`src/rtl/polar_pkg.sv`:
```
// Shared constants, FSM state type and the phase-wrap helper for the
// polar burst statistics block.
package polar_pkg;

    localparam int MAX_LEN = 1024;
    localparam int MAG_W   = 12;
    localparam int PH_W    = 21;
    localparam int ACC_W   = 32;
    localparam int IDX_W   = 10;
    localparam int CNT_W   = 11;
    localparam int FRQ_W   = 22;

    localparam logic signed [FRQ_W-1:0] PH_ONE = 22'sh100000;
    localparam logic        [FRQ_W-1:0] PH_TWO = 22'h200000;

    typedef enum logic [1:0] {IDLE, ACC, DIV, OUT} state_t;

    // Shortest signed phase step from prev to cur, in [-1.0, +1.0) pi rad.
    function automatic logic signed [FRQ_W-1:0] wrap_step(input logic [PH_W-1:0] cur,
                                                          input logic [PH_W-1:0] prev);
        logic signed [FRQ_W-1:0] d;
        d = $signed({1'b0, cur}) - $signed({1'b0, prev});
        // Adding or subtracting 2.0 gives the same 22-bit result, so one adder covers both wraps.
        if (d >= PH_ONE || d < -PH_ONE) begin
            d = d + PH_TWO;
        end
        return d;
    endfunction

endpackage

```
`src/rtl/seq_div.sv`:
```
// Unsigned restoring divider, one quotient bit per cycle, fixed 32 cycles.
// The first step runs in the start cycle; done and quotient are valid together in the final step cycle.
module seq_div (
    input  logic        clk,
    input  logic        rst_n,
    input  logic        start,
    input  logic [31:0] dividend,
    input  logic [10:0] divisor,
    output logic        done,
    output logic [31:0] quotient
);

    logic [10:0] rem_q;
    logic [31:0] bits_q;
    logic [4:0]  cnt_q;
    logic        active_q;

    logic [10:0] rem_in;
    logic [31:0] bits_in;
    logic [11:0] trial;
    logic [10:0] rem_nx;
    logic [31:0] bits_nx;

    // bits holds the unconsumed dividend bits on the left and quotient bits shifting in on the right.
    always_comb begin
        rem_in  = start ? 11'd0 : rem_q;
        bits_in = start ? dividend : bits_q;
        trial   = {rem_in, bits_in[31]};
        if (trial >= {1'b0, divisor}) begin
            rem_nx  = 11'(trial - {1'b0, divisor});
            bits_nx = {bits_in[30:0], 1'b1};
        end else begin
            rem_nx  = trial[10:0];
            bits_nx = {bits_in[30:0], 1'b0};
        end
    end

    assign done     = active_q && (cnt_q == 5'd31);
    assign quotient = bits_nx;

    always_ff @(posedge clk or negedge rst_n) begin
        if (!rst_n) begin
            rem_q    <= '0;
            bits_q   <= '0;
            cnt_q    <= '0;
            active_q <= 1'b0;
        end else if (start) begin
            rem_q    <= rem_nx;
            bits_q   <= bits_nx;
            cnt_q    <= 5'd1;
            active_q <= 1'b1;
        end else if (active_q) begin
            rem_q  <= rem_nx;
            bits_q <= bits_nx;
            cnt_q  <= cnt_q + 5'd1;
            if (cnt_q == 5'd31) begin
                active_q <= 1'b0;
            end
        end
    end

endmodule

```
`src/rtl/polar_burst_stats.sv`:
```
// Per-burst peak magnitude, peak index, sample count and mean wrapped phase step
// for the CORDIC rectangular-to-polar output stream.
module polar_burst_stats
    import polar_pkg::*;
(
    input  logic             clk,
    input  logic             rst_n,
    input  logic             in_valid,
    input  logic [MAG_W-1:0] in_mag,
    input  logic [PH_W-1:0]  in_phase,
    output logic             busy,
    output logic             out_valid,
    output logic [MAG_W-1:0] out_peak_mag,
    output logic [IDX_W-1:0] out_peak_idx,
    output logic [CNT_W-1:0] out_count,
    output logic [FRQ_W-1:0] out_freq,
    output state_t           dbg_state
);

    // Handshake: there is no ready; a sample is taken on every rising edge with in_valid high while
    // the block is IDLE or ACC, the first low cycle closes the burst, and out_valid is a one-cycle
    // strobe with the data outputs held until the next strobe.

    localparam logic [ACC_W-1:0] FREQ_MAX = {{(ACC_W-FRQ_W){1'b0}}, PH_ONE};

    state_t state_q, state_d;

    logic [CNT_W-1:0]        count_q;
    logic [MAG_W-1:0]        peak_q;
    logic [IDX_W-1:0]        idx_q;
    logic [PH_W-1:0]         prev_q;
    logic signed [ACC_W-1:0] sum_q;

    logic                    acc_take;
    logic signed [FRQ_W-1:0] step;
    logic                    div_start;
    logic                    div_done;
    logic [ACC_W-1:0]        abs_sum;
    logic [CNT_W-1:0]        divisor;
    logic [ACC_W-1:0]        div_quo;
    logic [FRQ_W-1:0]        freq_mag;
    logic [FRQ_W-1:0]        freq_fix;

    always_ff @(posedge clk or negedge rst_n) begin
        if (!rst_n) begin
            state_q <= IDLE;
        end else begin
            state_q <= state_d;
        end
    end

    always_comb begin
        state_d = state_q;
        case (state_q)
            IDLE:    if (in_valid) state_d = ACC;
            ACC:     if (!in_valid) state_d = DIV;
            DIV:     if (div_done) state_d = OUT;
            OUT:     state_d = IDLE;
            default: state_d = IDLE;
        endcase
    end

    assign acc_take  = (state_q == ACC) && in_valid && (count_q < CNT_W'(MAX_LEN));
    assign step      = wrap_step(in_phase, prev_q);
    assign div_start = (state_q == ACC) && !in_valid;

    always_ff @(posedge clk or negedge rst_n) begin
        if (!rst_n) begin
            count_q <= '0;
            peak_q  <= '0;
            idx_q   <= '0;
            prev_q  <= '0;
            sum_q   <= '0;
        end else if (state_q == IDLE && in_valid) begin
            count_q <= CNT_W'(1);
            peak_q  <= in_mag;
            idx_q   <= '0;
            prev_q  <= in_phase;
            sum_q   <= '0;
        end else if (acc_take) begin
            sum_q   <= sum_q + ACC_W'(step);
            prev_q  <= in_phase;
            count_q <= count_q + CNT_W'(1);
            if (in_mag > peak_q) begin
                peak_q <= in_mag;
                idx_q  <= IDX_W'(count_q);
            end
        end
    end

    assign abs_sum = sum_q[ACC_W-1] ? -sum_q : sum_q;
    assign divisor = count_q - CNT_W'(1);

    seq_div u_div (
        .clk      (clk),
        .rst_n    (rst_n),
        .start    (div_start),
        .dividend (abs_sum),
        .divisor  (divisor),
        .done     (div_done),
        .quotient (div_quo)
    );

    // A single-sample burst has no steps, so its divide-by-zero quotient is discarded.
    always_comb begin
        if (count_q == CNT_W'(1)) begin
            freq_mag = '0;
        end else if (div_quo > FREQ_MAX) begin
            freq_mag = PH_ONE;
        end else begin
            freq_mag = div_quo[FRQ_W-1:0];
        end
        freq_fix = sum_q[ACC_W-1] ? -freq_mag : freq_mag;
    end

    always_ff @(posedge clk or negedge rst_n) begin
        if (!rst_n) begin
            out_valid    <= 1'b0;
            out_peak_mag <= '0;
            out_peak_idx <= '0;
            out_count    <= '0;
            out_freq     <= '0;
        end else begin
            out_valid <= 1'b0;
            if (state_q == DIV && div_done) begin
                out_valid    <= 1'b1;
                out_peak_mag <= peak_q;
                out_peak_idx <= idx_q;
                out_count    <= count_q;
                out_freq     <= freq_fix;
            end
        end
    end

    assign busy      = (state_q != IDLE);
    assign dbg_state = state_q;

endmodule
```
`config.mk`:
```
export PLATFORM = sky130hd
export DESIGN_NAME = polar_burst_stats
export DESIGN_NICKNAME = d
export VERILOG_FILES = /design/src/rtl/polar_pkg.sv /design/src/rtl/seq_div.sv /design/src/rtl/polar_burst_stats.sv
export SDC_FILE = /design/constraint.sdc
export NUM_CORES = 1
export LEC_CHECK = 0
export ABC_AREA = 1
export CORE_MARGIN = 2
export CORE_UTILIZATION = 45
export CTS_BUF_LIST = sky130_fd_sc_hd__clkbuf_16
export CTS_CLUSTER_DIAMETER = 50
export DETAILED_ROUTE_END_ITERATION = 12
export PLACE_DENSITY = 0.63
export SLEW_MARGIN = 20
export SYNTH_ARGS = -nofsm -noshare
export SYNTH_HDL_FRONTEND = slang
export SYNTH_HIERARCHICAL = 1
export SYNTH_SLANG_ARGS = --single-unit
```
`constraint.sdc`:
```
create_clock -name clk -period 4.9 [get_ports clk]
set_input_delay 0.98 -clock clk [delete_from_list [all_inputs] [get_ports clk]]
set_output_delay 0.98 -clock clk [all_outputs]
set_load 0.1 [all_outputs]
```
-- Yosys cells after proc, flatten, opt, wreduce, memory -nomap -nowiden
Index checks and enable logic that the tools add are counted.
- output and inout port bits: 59
- logic and storage cells: 88
- bits in registers: 193
- magnitude comparators: 6
- add/subtract/negate cells: 9
- reduce and logical (&&, ||, !) cells: 15
- equality and inequality tests: 8
- multiplexer cells: 35
- operators by type and width (operator ; number):
    $mux W32 ; 6
    $mux W22 ; 4
    $mux W11 ; 6
    $mux W21 ; 2
    $mux W12 ; 3
    $add A32 B22 Y32 ; 1
    $gt A32 B21 Y1 const B ; 1
    $neg A32 Y32 ; 1
    $mux W10 ; 3
    $add A22 B22 Y22 const B ; 1
    $ge A22 B22 Y1 const B ; 1
    $lt A22 B21 Y1 const B ; 1
    $neg A22 Y22 ; 1
    $sub A21 B21 Y22 ; 1
    $ge A12 B11 Y1 ; 1
    $gt A12 B12 Y1 ; 1
    $add A11 B1 Y11 const B ; 1
    $eq A11 B1 Y1 const B ; 1
    $lt A11 B11 Y1 const B ; 1
    $sub A11 B1 Y11 const B ; 1
    $sub A11 B11 Y11 ; 1
    $mux W5 ; 2
    $pmux W2 S4 ; 1
    $reduce_bool A2 Y1 ; 4
    other kinds (13) ; 27

-- Longest topological paths before layout
- depth in word-level cells: 10
- mapped depth: 36
- gate-level depth less buffers: 32

-- Modules after synthesis
Netlist, hierarchy kept.
- by module, submodules not included (module ; cells each ; area each (µm²) ; instances):
    polar_burst_stats ; 1498 ; 10557.6 ; 1
    seq_div ; 456 ; 3121.7 ; 1

-- Worst setup path after synthesis
No wires, ideal clock.
- path type: register -> register
- start point: register state_q[0] (netlist: dbg_state[0])
- end point: register out_freq[12]
- path buffers: 5
- path slack: -0.156 ns
- arrival time: 4.937 ns
- cell stages (with the launch flop): 29
- cells stage by stage: dfrtp_1 -> ha_1 -> inv_1 -> nor2_1 -> clkbuf_1 -> clkbuf_1 -> nor2_1 -> ha_1 -> a21oi_2 -> nand4_2 -> buf_6 -> inv_1 -> nand2_1 -> nor2_1 -> nand2_1 -> nor2_1 -> nand2_1 -> nand2_2 -> buf_2 -> buf_2 -> nand2_1 -> ha_1 -> nand3_1 -> nand2_2 -> nand2_2 -> nor2_4 -> or2_1 -> nand3_1 -> nand2_1
- longest elaborated chain between the ends: 10
- ends and longest elaborated chain (element ; RTL line ; text):
    from (decl) ; polar_burst_stats.sv:26 ; state_t state_q, state_d;
    from (signal assigned) ; polar_burst_stats.sv:48 ; state_q <= state_d;
    $eq A2 B1 Y1 * ; polar_burst_stats.sv:65 ; assign div_start = (state_q == ACC) && !in_valid;
    $logic_and A1 B1 Y1 * ; polar_burst_stats.sv:65 ;
    net div_start ; polar_burst_stats.sv:36 ; logic div_start;
    $mux W32 or $mux W11 (tied branches) ; seq_div.sv:27, seq_div.sv:26 ;
    $ge A12 B11 Y1 * ; seq_div.sv:29 ; if (trial >= {1'b0, divisor}) begin
    $mux W1 * ; seq_div.sv:29 ;
    net div_quo[0] ; polar_burst_stats.sv:40 ; logic [ACC_W-1:0] div_quo;
    $gt A32 B21 Y1 ; polar_burst_stats.sv:108 ; end else if (div_quo > FREQ_MAX) begin
    $mux W22 * ; polar_burst_stats.sv:108 ;
    $mux W22 * ; polar_burst_stats.sv:106 ; if (count_q == CNT_W'(1)) begin
    $neg A22 Y22 ; polar_burst_stats.sv:113 ; freq_fix = sum_q[ACC_W-1] ? -freq_mag : freq_mag;
    $mux W22 * ; polar_burst_stats.sv:113 ;
    to (signal assigned) ; polar_burst_stats.sv:130 ; out_freq <= freq_fix;
    to (decl) ; polar_burst_stats.sv:16 ; output logic [FRQ_W-1:0] out_freq,
The timed path passes the listed nets; every way through them passes the cells marked *.
A chain may end at the register's enable or synchronous reset.

-- Worst setup path in the final report
- start point: register sum_q[1]
- end point: register out_freq[14]
- longest elaborated chain between the ends: 10
- ends and longest elaborated chain (element ; RTL line ; text):
    from (decl) ; polar_burst_stats.sv:32 ; logic signed [ACC_W-1:0] sum_q;
    from (signal assigned) ; polar_burst_stats.sv:81 ; sum_q <= sum_q + ACC_W'(step);
    $neg A32 Y32 * ; polar_burst_stats.sv:91 ; assign abs_sum = sum_q[ACC_W-1] ? -sum_q : sum_q;
    $mux W32 * ; polar_burst_stats.sv:91 ;
    net abs_sum[31] ; polar_burst_stats.sv:38 ; logic [ACC_W-1:0] abs_sum;
    $mux W32 * ; seq_div.sv:27 ; bits_in = start ? dividend : bits_q;
    $ge A12 B11 Y1 * ; seq_div.sv:29 ;
    $mux W1 * ; seq_div.sv:29 ;
    net div_quo[0] ; polar_burst_stats.sv:40 ;
    $gt A32 B21 Y1 ; polar_burst_stats.sv:108 ;
    $mux W22 * ; polar_burst_stats.sv:108 ;
    $mux W22 * ; polar_burst_stats.sv:106 ;
    $neg A22 Y22 ; polar_burst_stats.sv:113 ;
    $mux W22 * ; polar_burst_stats.sv:113 ;
Marked as above.

==> impl_metrics.toml <==
[setup_path]
worstSetupEndpointType = "flop"
timing.critical_path.to = "out_freq[14]"
reg2reg_from = "sum_q[1]"
timing_worst_setup_path_type = "reg -> reg"
max_stage_delay_ns = 0.42
crit_path_start = "sum_q[1]"
r2r-end = "out_freq[14]"
startpoint_type = "flop"
r2r_setup_slack_ns = 0.42
timing.critical_path.mode_cell = "sky130_fd_sc_hd__nand2_1"
worst-endpoint-required_ns = 5.25
worst-path-max-fanout = 20
critical-path-slowest-cell = "sky130_fd_sc_hd__dfrtp_1"
reg2reg_depth = 30
cp.arrival_ns = 4.82

[placed_design]
dpl_cell_area_um2 = 15200
detailed_place_hpwl_um = 27300
portBuffers = 94
place_congestion = 0.976
pre_cts_worst_setup_slack_ns = 0.0775

[yosys]
seq_area_frac_synth = 0.353
synth-warning-count = 6
synth_top_flop_cell = "sky130_fd_sc_hd__dfrtp_1"
mappedNetlistNets = 2076
ys_async_sr_fraction = 1.00
yosys.cell_types.count = 53
postSynthRegisterBits = 193
syn_area_um2 = 13700
synthesis.area_per_instance_um2 = 7.00
netlist_instances = 1954
synth_edf_count = 0

[cells_and_area]
final_cell_mix = "sky130_fd_sc_hd__nand2_1, sky130_fd_sc_hd__inv_1, sky130_fd_sc_hd__o21ai_0, sky130_fd_sc_hd__dfrtp_1, sky130_fd_sc_hd__nor2_1"
num_antenna_cells = 0
final_nets = 2180
area_growth_pct = 15.7
regArea_um2 = 4830
final_layout_size_suffix_gt1_frac = 0.0676
fin_area_um2 = 15800
layout_commonest_cell = "sky130_fd_sc_hd__nand2_1"
n_fill_cell = 2978
multi_input_area_um2 = 7580

[worst_hold_path]
min-delay-path-class = "reg -> reg"

[sta]
finalWorstPathRequiredPeriod_ns = 4.48
worst_hold_slack_ns = 0.479
setup_viol_count_final = 0
timing.clock.skew_ns = 0.0164
worst_slew_margin_relative_to_its_limit = 0.269
slew_at_the_pin_with_the_worst_max_slew_slack_ns = 1.09
pins_over_their_slew_limit = 0
setup_ws_ns = 0.423
layout_worst_path_cycle_share = 0.914
timing.final.hold_violations = 0
clock.fmax_mhz = 223

[cts]
cts_buffers = 17
worstSkewPairLatency_ns = 0.46
htree_levels = 4
clock_tree_from_tritoncts = "yes"
cts.clk_slew.worst_paths_ns = 0.08
clkSinkCount = 193
postCtsHoldBufs = 0
clock_tree.root_cell = "sky130_fd_sc_hd__clkbuf_16"
largest_buffer_count_on_any_clock_path = 2

[drt]
postRouteWirelength_um = 35700
drt-vias-per-instance = 5.17
drcViolationCount = 0
num_vias = 12700
avgRoutedWirePerCell_um = 14.5
drt_iter0_drc = 762
remaining_antenna_violation_count = 0
pre_repair_dr_iteration_count = 5

[global_route]
first_pass_grt_wire_length_um = 60000
grt_usage = 0.234
largest_net_degree_at_the_start_of_global_routing = 114
initial_antenna_violation_count = 0
total_gr_overflow = 0
first_global_vias = 12300

[floorplan]
core.rowCount = 63
die_span_in_y_um = 178
design.portCount = 95
die-area_um2 = 31800
floorplan.core_area_um2 = 29800
initial_utilization = 0.459
floorplan.die.width_um = 178

[run]
timing.max_cap.violations = 0

[outcome]
outcome = "completed"
worst max-delay path, delay by kind of cell, from the launching register on:
kind / cells / cell delay (ns)
flops: 1 / 0.42
buf+inv: 3 / 0.42
simple gates: 23 / 2.64
fa+ha+maj: 2 / 0.59
compound gates: 2 / 0.29
through the flow:
| stage | instances | util | setup TNS [ns] |
|---|---|---|---|
| floorplan | 1954 | - | 0 |
| global placement | 2426 | 0.510 | 0 |
| detailed placement | 2426 | 0.510 | 0 |
| CTS | 2458 | 0.529 | 0 |
| global route | 2461 | 0.531 | -0.0112 |
| finish | 2461 | 0.531 | 0 |
per-layer routing:
metal	vias to the layer above	global-route usage	share of wire
met1	5874	0.320	0.48
met4	0	0.0769	0.023
met5	-	0	0
met2	276	0.384	0.46
met3	47	0.0313	0.040
li1	6531	-	-
flip-flops by register name, summed over array words and instances (netlist names):
name and flops:
idx_q 10, out_count 11, u_div/active_q 1, peak_q 12, u_div/rem_q 11, u_div/bits_q 32
out_peak_mag 12, dbg_state 2, prev_q 21, u_div/cnt_q 5, count_q 11, sum_q 32
out_valid 1, out_peak_idx 10, out_freq 22
timing repair:
item,CTS,global route
buffers inserted,0,3
gates resized for setup,0,8
setup endpoints to repair,0,18
logic make-up (layout without fill, tap and decap cells):
kind of cell	count (synthesis)	in the layout	synth area share
XOR/XNOR	69	69	0.0442
buffers and inverters	336	453	0.0959
adder cells (fa/ha/maj)	86	86	0.0803
flip-flops	193	193	0.353
AND/OR/NAND/NOR	867	867	0.268
AO/OA/AOI/OAI	403	403	0.159
worst min-delay path by stage:
stage                   start             end  slack [ns]  cells after the start
3_5_place_dp      out_freq[7]     out_freq[7]        0.47                      2
2_1_floorplan  u_div/cnt_q[3]  u_div/cnt_q[3]        0.43                      1
4_1_cts        u_div/cnt_q[3]  u_div/cnt_q[3]        0.48                      1
3_3_place_gp   u_div/cnt_q[3]  u_div/cnt_q[3]        0.46                      1
5_1_grt        u_div/cnt_q[3]  u_div/cnt_q[3]        0.50                      1
6_report          out_freq[7]     out_freq[7]        0.48                      2
cell usage after synthesis (all sizes together) (3+ instances only):
| master | instances | share of area |
|---|---|---|
| nand4 | 20 | 0.0096 |
| nor4 | 4 | 0.0018 |
| nand3 | 109 | 0.042 |
| clkbuf | 42 | 0.012 |
| o22ai | 9 | 0.0041 |
| nor2 | 163 | 0.049 |
| a21oi | 100 | 0.038 |
| inv | 278 | 0.076 |
| dfrtp | 193 | 0.35 |
| a31oi | 12 | 0.0055 |
| or2 | 8 | 0.0037 |
| buf | 14 | 0.0073 |
| o21ai | 246 | 0.091 |
| xor2 | 52 | 0.033 |
| ha | 83 | 0.076 |
| xnor2 | 17 | 0.011 |
| a211oi | 3 | 0.0016 |
| nand2 | 534 | 0.15 |
| o31ai | 4 | 0.0022 |
| nand3b | 6 | 0.0036 |
| o21bai | 8 | 0.0044 |
| fa | 3 | 0.0044 |
| nor3 | 22 | 0.0080 |
| a21o | 8 | 0.0044 |
cell type report:
class / instances / share of cell area
clock buffers: 17 / 0.0269
clock inverters: 15 / 0.00941
inverters: 280 / 0.0666
well taps: 390 / 0.0308
multi-input cells: 1425 / 0.479
flip-flops and latches: 193 / 0.305
repair buffers: 141 / 0.0820
Power is not shown: default switching activity piles up to over one toggle a cycle in this logic, so the estimate is an artifact.
